===== src/rtl/sal_bank_pkg.sv =====
// Shared types and default widths for the per-bank DDR2 sequencer.
package sal_bank_pkg;

   localparam int DEF_TW     = 8;
   localparam int DEF_ROW_AW = 14;

   typedef enum logic [2:0] {
      IDLE,
      ACTIVATING,
      ACTIVE,
      PRECHARGING,
      REFRESHING
   } bank_state_t;

endpackage


===== src/rtl/sal_tcnt.sv =====
// Loadable down-counter that sticks at zero; zero flag marks a released constraint.
module sal_tcnt #(
   parameter int TW = 8
) (
   input  logic          clk,
   input  logic          rst_n,
   input  logic          load,
   input  logic [TW-1:0] load_val,
   output logic          zero
);

   logic [TW-1:0] cnt;

   always_ff @(posedge clk or negedge rst_n) begin
      if (!rst_n) begin
         cnt <= '0;
      end else if (load) begin
         cnt <= load_val;
      end else if (cnt != '0) begin
         cnt <= cnt - 1'b1;
      end
   end

   assign zero = (cnt == '0);

endmodule


===== src/rtl/sal_bank_fsm.sv =====
// Per-bank DDR2 state machine: tracks bank state, enforces bank timing,
// and reports which commands the scheduler may issue this cycle.
module sal_bank_fsm
   import sal_bank_pkg::*;
#(
   parameter int ROW_AW = DEF_ROW_AW,
   parameter int TW     = DEF_TW
) (
   input  logic              clk,
   input  logic              rst_n,
   input  logic [TW-1:0]     t_rcd_m1,
   input  logic [TW-1:0]     t_rp_m1,
   input  logic [TW-1:0]     t_ras_m1,
   input  logic [TW-1:0]     t_rfc_m1,
   input  logic [TW-1:0]     t_rtp_m1,
   input  logic [TW-1:0]     t_wtp_m1,
   input  logic              act_i,
   input  logic              rd_i,
   input  logic              wr_i,
   input  logic              pre_i,
   input  logic              ref_i,
   input  logic [ROW_AW-1:0] row_i,
   output logic              act_allowed,
   output logic              rd_allowed,
   output logic              wr_allowed,
   output logic              pre_allowed,
   output logic              ref_allowed,
   output logic              is_open,
   output logic [ROW_AW-1:0] open_row,
   output logic              err_o
);

   bank_state_t state, eff_state, next_state;
   logic        rcd_zero, ras_zero, rp_zero, rfc_zero, rtp_zero, wtp_zero;
   logic [4:0]  strobes;
   logic        single;
   logic        act_acc, rd_acc, wr_acc, pre_acc, ref_acc;
   logic        violation;
   logic        err_q;

   sal_tcnt #(.TW(TW)) u_rcd (.clk(clk), .rst_n(rst_n), .load(act_acc), .load_val(t_rcd_m1), .zero(rcd_zero));
   sal_tcnt #(.TW(TW)) u_ras (.clk(clk), .rst_n(rst_n), .load(act_acc), .load_val(t_ras_m1), .zero(ras_zero));
   sal_tcnt #(.TW(TW)) u_rp  (.clk(clk), .rst_n(rst_n), .load(pre_acc), .load_val(t_rp_m1),  .zero(rp_zero));
   sal_tcnt #(.TW(TW)) u_rfc (.clk(clk), .rst_n(rst_n), .load(ref_acc), .load_val(t_rfc_m1), .zero(rfc_zero));
   sal_tcnt #(.TW(TW)) u_rtp (.clk(clk), .rst_n(rst_n), .load(rd_acc),  .load_val(t_rtp_m1), .zero(rtp_zero));
   sal_tcnt #(.TW(TW)) u_wtp (.clk(clk), .rst_n(rst_n), .load(wr_acc),  .load_val(t_wtp_m1), .zero(wtp_zero));

   always_ff @(posedge clk or negedge rst_n) begin
      if (!rst_n) begin
         state    <= IDLE;
         open_row <= '0;
         err_q    <= 1'b0;
      end else begin
         state <= next_state;
         err_q <= violation;
         if (act_acc) begin
            open_row <= row_i;
         end
      end
   end

   // A transitional state whose counter has run out already behaves as its
   // successor, so a constraint of m1 is released exactly m1+1 cycles after issue.
   always_comb begin
      eff_state = state;
      case (state)
         ACTIVATING:  if (rcd_zero) eff_state = ACTIVE;
         PRECHARGING: if (rp_zero)  eff_state = IDLE;
         REFRESHING:  if (rfc_zero) eff_state = IDLE;
         default:     eff_state = state;
      endcase

      act_allowed = (eff_state == IDLE);
      ref_allowed = (eff_state == IDLE);
      rd_allowed  = (eff_state == ACTIVE);
      wr_allowed  = (eff_state == ACTIVE);
      pre_allowed = (eff_state == ACTIVE) && ras_zero && rtp_zero && wtp_zero;
      is_open     = (eff_state == ACTIVE);

      strobes = {act_i, rd_i, wr_i, pre_i, ref_i};
      single  = $onehot(strobes);
      act_acc = single && act_i && act_allowed;
      rd_acc  = single && rd_i  && rd_allowed;
      wr_acc  = single && wr_i  && wr_allowed;
      pre_acc = single && pre_i && pre_allowed;
      ref_acc = single && ref_i && ref_allowed;
      violation = (strobes != 5'b0) &&
                  !(act_acc || rd_acc || wr_acc || pre_acc || ref_acc);

      next_state = eff_state;
      if (act_acc) begin
         next_state = ACTIVATING;
      end else if (ref_acc) begin
         next_state = REFRESHING;
      end else if (pre_acc) begin
         next_state = PRECHARGING;
      end
   end

   assign err_o = err_q;

endmodule


===== config.mk =====
export PLATFORM = sky130hd
export DESIGN_NAME = sal_bank_fsm
export DESIGN_NICKNAME = d
export VERILOG_FILES = /design/src/rtl/sal_bank_pkg.sv /design/src/rtl/sal_tcnt.sv /design/src/rtl/sal_bank_fsm.sv
export SDC_FILE = /design/constraint.sdc
export NUM_CORES = 1
export LEC_CHECK = 0
export ABC_AREA = 1
export CAP_MARGIN = 20
export CORE_AREA = 2 2 93 95
export DETAILED_ROUTE_END_ITERATION = 12
export DIE_AREA = 0 0 95 97
export PLACE_DENSITY = 0.79
export SETUP_SLACK_MARGIN = 0.5
export SLEW_MARGIN = 20
export SYNTH_ARGS = -nofsm -noshare
export SYNTH_HDL_FRONTEND = slang
export SYNTH_HIERARCHICAL = 1
export SYNTH_SLANG_ARGS = --single-unit

===== constraint.sdc =====
create_clock -name clk -period 2.6 [get_ports clk]
set_input_delay 0.39 -clock clk [delete_from_list [all_inputs] [get_ports clk]]
set_output_delay 0.39 -clock clk [all_outputs]
set_load 0.02 [all_outputs]

==> flow_metrics.py <==
metrics = {
    "worst_setup_path": {
        "worstSetupPathType": "in2reg",
        "ff2ff_setup_slack_ps": 290,
        "ff2ff_path_depth": 15,
        "cp-end-kind": "flop",
        "crit_required_ps": 2880,
        "r2r_end": "u_rp/cnt[4]$_DFFE_PN0P_",
        "crit_fanout": 8,
        "reg2reg_from": "u_rcd/cnt[1]$_DFFE_PN0P_",
        "crit_arrival_ps": 2660,
        "worstSetupStartpointType": "primary input",
    },
    "finish": {
        "final_cell_count_no_fill": 832,
        "final_cell_mix": "nand2_1 (148), clkdlybuf4s50_1 (79), dfrtp_1 (66)",
        "drive_above_1_share_pct": 40.99,
        "fin_nets": 800,
        "diodes": 0,
        "area_delta_synth_final_pct": 61.81,
        "final_common_cell": "nand2_1",
    },
    "route": {
        "vias": 4369,
        "drc": 0,
        "wl_per_cell_um": 15.43,
        "ant_nets": 0,
        "wirelength_um": 12840,
        "drtPass1Iterations": 5,
        "avgViaCountPerCell": 5.251,
        "drt_iter0_drc": 182,
    },
    "clocking": {
        "cts.sinks": 66,
        "cts-root-buf": "clkbuf_8",
        "path_clk_slew_ps": 80,
        "htree_num_levels": 3,
        "worstSkewPairLatency_ps": 360,
        "cts_buffers": 9,
        "cts_buffer_depth": 2,
        "tritoncts": "yes",
    },
    "floorplan": {
        "pin_count": 90,
        "row_count": 33,
        "die_w_um": 95,
        "start_util_pct": 50.22,
        "core_um2": 8134,
        "die_h_um": 97,
        "die-area_um2": 9215,
    },
    "sta": {
        "max_slew_margin_pct": 60.13,
        "skew_ps": 12.27,
        "rsz0062_at_grt": "yes",
        "finalHoldViolCount": 0,
        "maxSlewViolCount": 0,
        "setup_viol": 0,
        "fin_ws_ps": 226.5,
        "fin_crit_ps": 2373,
        "fmax_mhz": 421.3,
        "worst_pin_slew_ps": 598.1,
        "timing.final.crit_share_pct": 91.29,
    },
    "power_and_ir_drop": {
        "pwr_density_cell_nw_per_um2": 1071,
        "leakagePower_nw": 3.184,
        "total_power_mw": 7.079,
        "ir_drop_mv": 0.6184,
    },
    "yosys": {
        "ys_top_cells_by_area": "dfrtp_1 (40%), nand2_1 (19%), inv_1 (5.0%)",
        "yosysTopAreaCell": "dfrtp_1",
        "synth-compound-area-share_pct": 7.320,
        "yosys_warnings": 6,
        "ys_ff_latch": 66,
        "muxShareOfSynthArea_pct": 0,
        "netlist_instances": 552,
        "synth_cell_types": 28,
        "synth_xor_area_share_pct": 2.573,
        "yosysSeqAreaShare_pct": 40.43,
        "synth_ff_type": "dfrtp_1",
        "synth_edf_count": 0,
        "synth.top_cell.area_share_pct": 40.43,
        "ys_async_sr_fraction_pct": 100.0,
        "synthAdderAreaFrac_pct": 3.124,
        "yosys.area_share.simple_pct": 38.87,
        "synth_top_family_by_area": "simple AND/OR/NAND/NOR gates",
        "postSynthNetCount": 630,
        "synth_area_um2": 4085,
        "synth.avg_cell_area_um2": 7.401,
    },
    "placed_design": {
        "placed_cells": 781,
        "dp_hpwl_um": 7494,
        "io_buffers": 89,
        "place_congestion": 0.8230,
        "place_ws_ps": -707.1,
    },
    "global_routing": {
        "grt_pass1_wl_um": 19690,
        "antenna_found_initial": 0,
        "grt_use_total_pct": 26.81,
        "grt_overflow": 0,
        "grt_pass1_vias": 4411,
        "grt_max_degree": 44,
    },
    "run_status": {
        "status": "finished, final reports clean",
    },
    "run": {
        "maxCapViolations": 0,
    },
    "hold_path": {
        "min_path_type": "in2async",
    },
}
## report_power, final
| part | internal, mW | leakage, nW | switching [mW] |
|---|---|---|---|
| clock network | 0.363 | 0.0877 | 0.474 |
| registers | 1.55 | 0.800 | 0.473 |
| logic | 1.92 | 2.30 | 2.30 |
## flip-flops by register name, indices dropped and copies added (netlist names)
signal and cells:
u_rcd/cnt 8, open_row 14, u_rtp/cnt 8, u_ras/cnt 8, state 3, u_rfc/cnt 8
u_wtp/cnt 8, u_rp/cnt 8, err_o 1
## kinds of logic after synthesis
| group | after synthesis |
|---|---|
| simple gates | 347 |
| buf+inv | 75 |
| fa+ha+maj | 9 |
| xor+xnor | 12 |
| flops | 66 |
| compound gates | 43 |
## per-stage QoR
step,setup TNS (ps),utilization [%],hold slack [ps],instance area (µm²)
6_report,0,81.26,32.82,6610
5_1_grt,0,81.26,59.52,6610
4_1_cts,0,76.62,50.30,6232
3_5_place_dp,-39960,67.17,428.7,5464
3_3_place_gp,-36850,67.17,428.9,5464
2_1_floorplan,-456.7,-,94.41,4177
## worst max path at each step
| stage | from | end | cells past startpoint |
|---|---|---|---|
| 2_1_floorplan | pre_i | u_rcd/cnt[1]$_DFFE_PN0P_ | 16 |
| 3_3_place_gp | pre_i | u_rp/cnt[5]$_DFFE_PN0P_ | 15 |
| 3_5_place_dp | pre_i | u_ras/cnt[7]$_DFFE_PN0P_ | 15 |
| 4_1_cts | u_rp/cnt[0]$_DFFE_PN0P_ | pre_allowed | 11 |
| 5_1_grt | u_rcd/cnt[0]$_DFFE_PN0P_ | pre_allowed | 11 |
| 6_report | act_i | u_rp/cnt[4]$_DFFE_PN0P_ | 14 |
## worst max-delay path: stages
cell and delay (ps):
buf_8 80, inv_4 30, fa_1 510, fa_2 370
inv_2 70, ha_4 190, nor2_4 100, nand2_4 100
nor2_4 80, nand4_1 200, clkinv_4 200, inv_6 60
nand2_8 100, a21boi_2 150
## cell usage after synthesis (7+ instances only)
library cell,number
dfrtp_1,66
ha_1,7
inv_1,54
inv_2,9
nand2_1,202
nand2_2,7
nand3_1,38
nand4_1,7
nor2_1,53
nor2_2,19
nor2_4,8
o21ai_0,12
o21ai_2,18
## cell type report
class | count | area [µm²]
inverter | 64 | 320.3
multi-input combinational | 411 | 2663
fill | 469 | 1524
timing repair buffer | 169 | 1653
clock inverter | 7 | 58.81
clock buffer | 9 | 123.9
timing repair inverter | 1 | 8.758
tap | 105 | 131.4
sequential | 66 | 1652
## routing by layer
metal,wire [µm],track usage [%],vias up
met1,4911,31.99,2100
met5,0,0,-
met2,6881,46.43,184
li1,-,-,2051
met4,312,10.48,0
met3,734,5.685,34
## timing repair
item                                    4_1_cts  5_1_grt
endpoints found under the setup margin       71       71
setup buffers                                20       12
cloned                                        3        0
gates resized for setup                     163       80
hold buffers                                  0        0
pin swaps                                    49       36
Power figures use the tool's default switching activity.
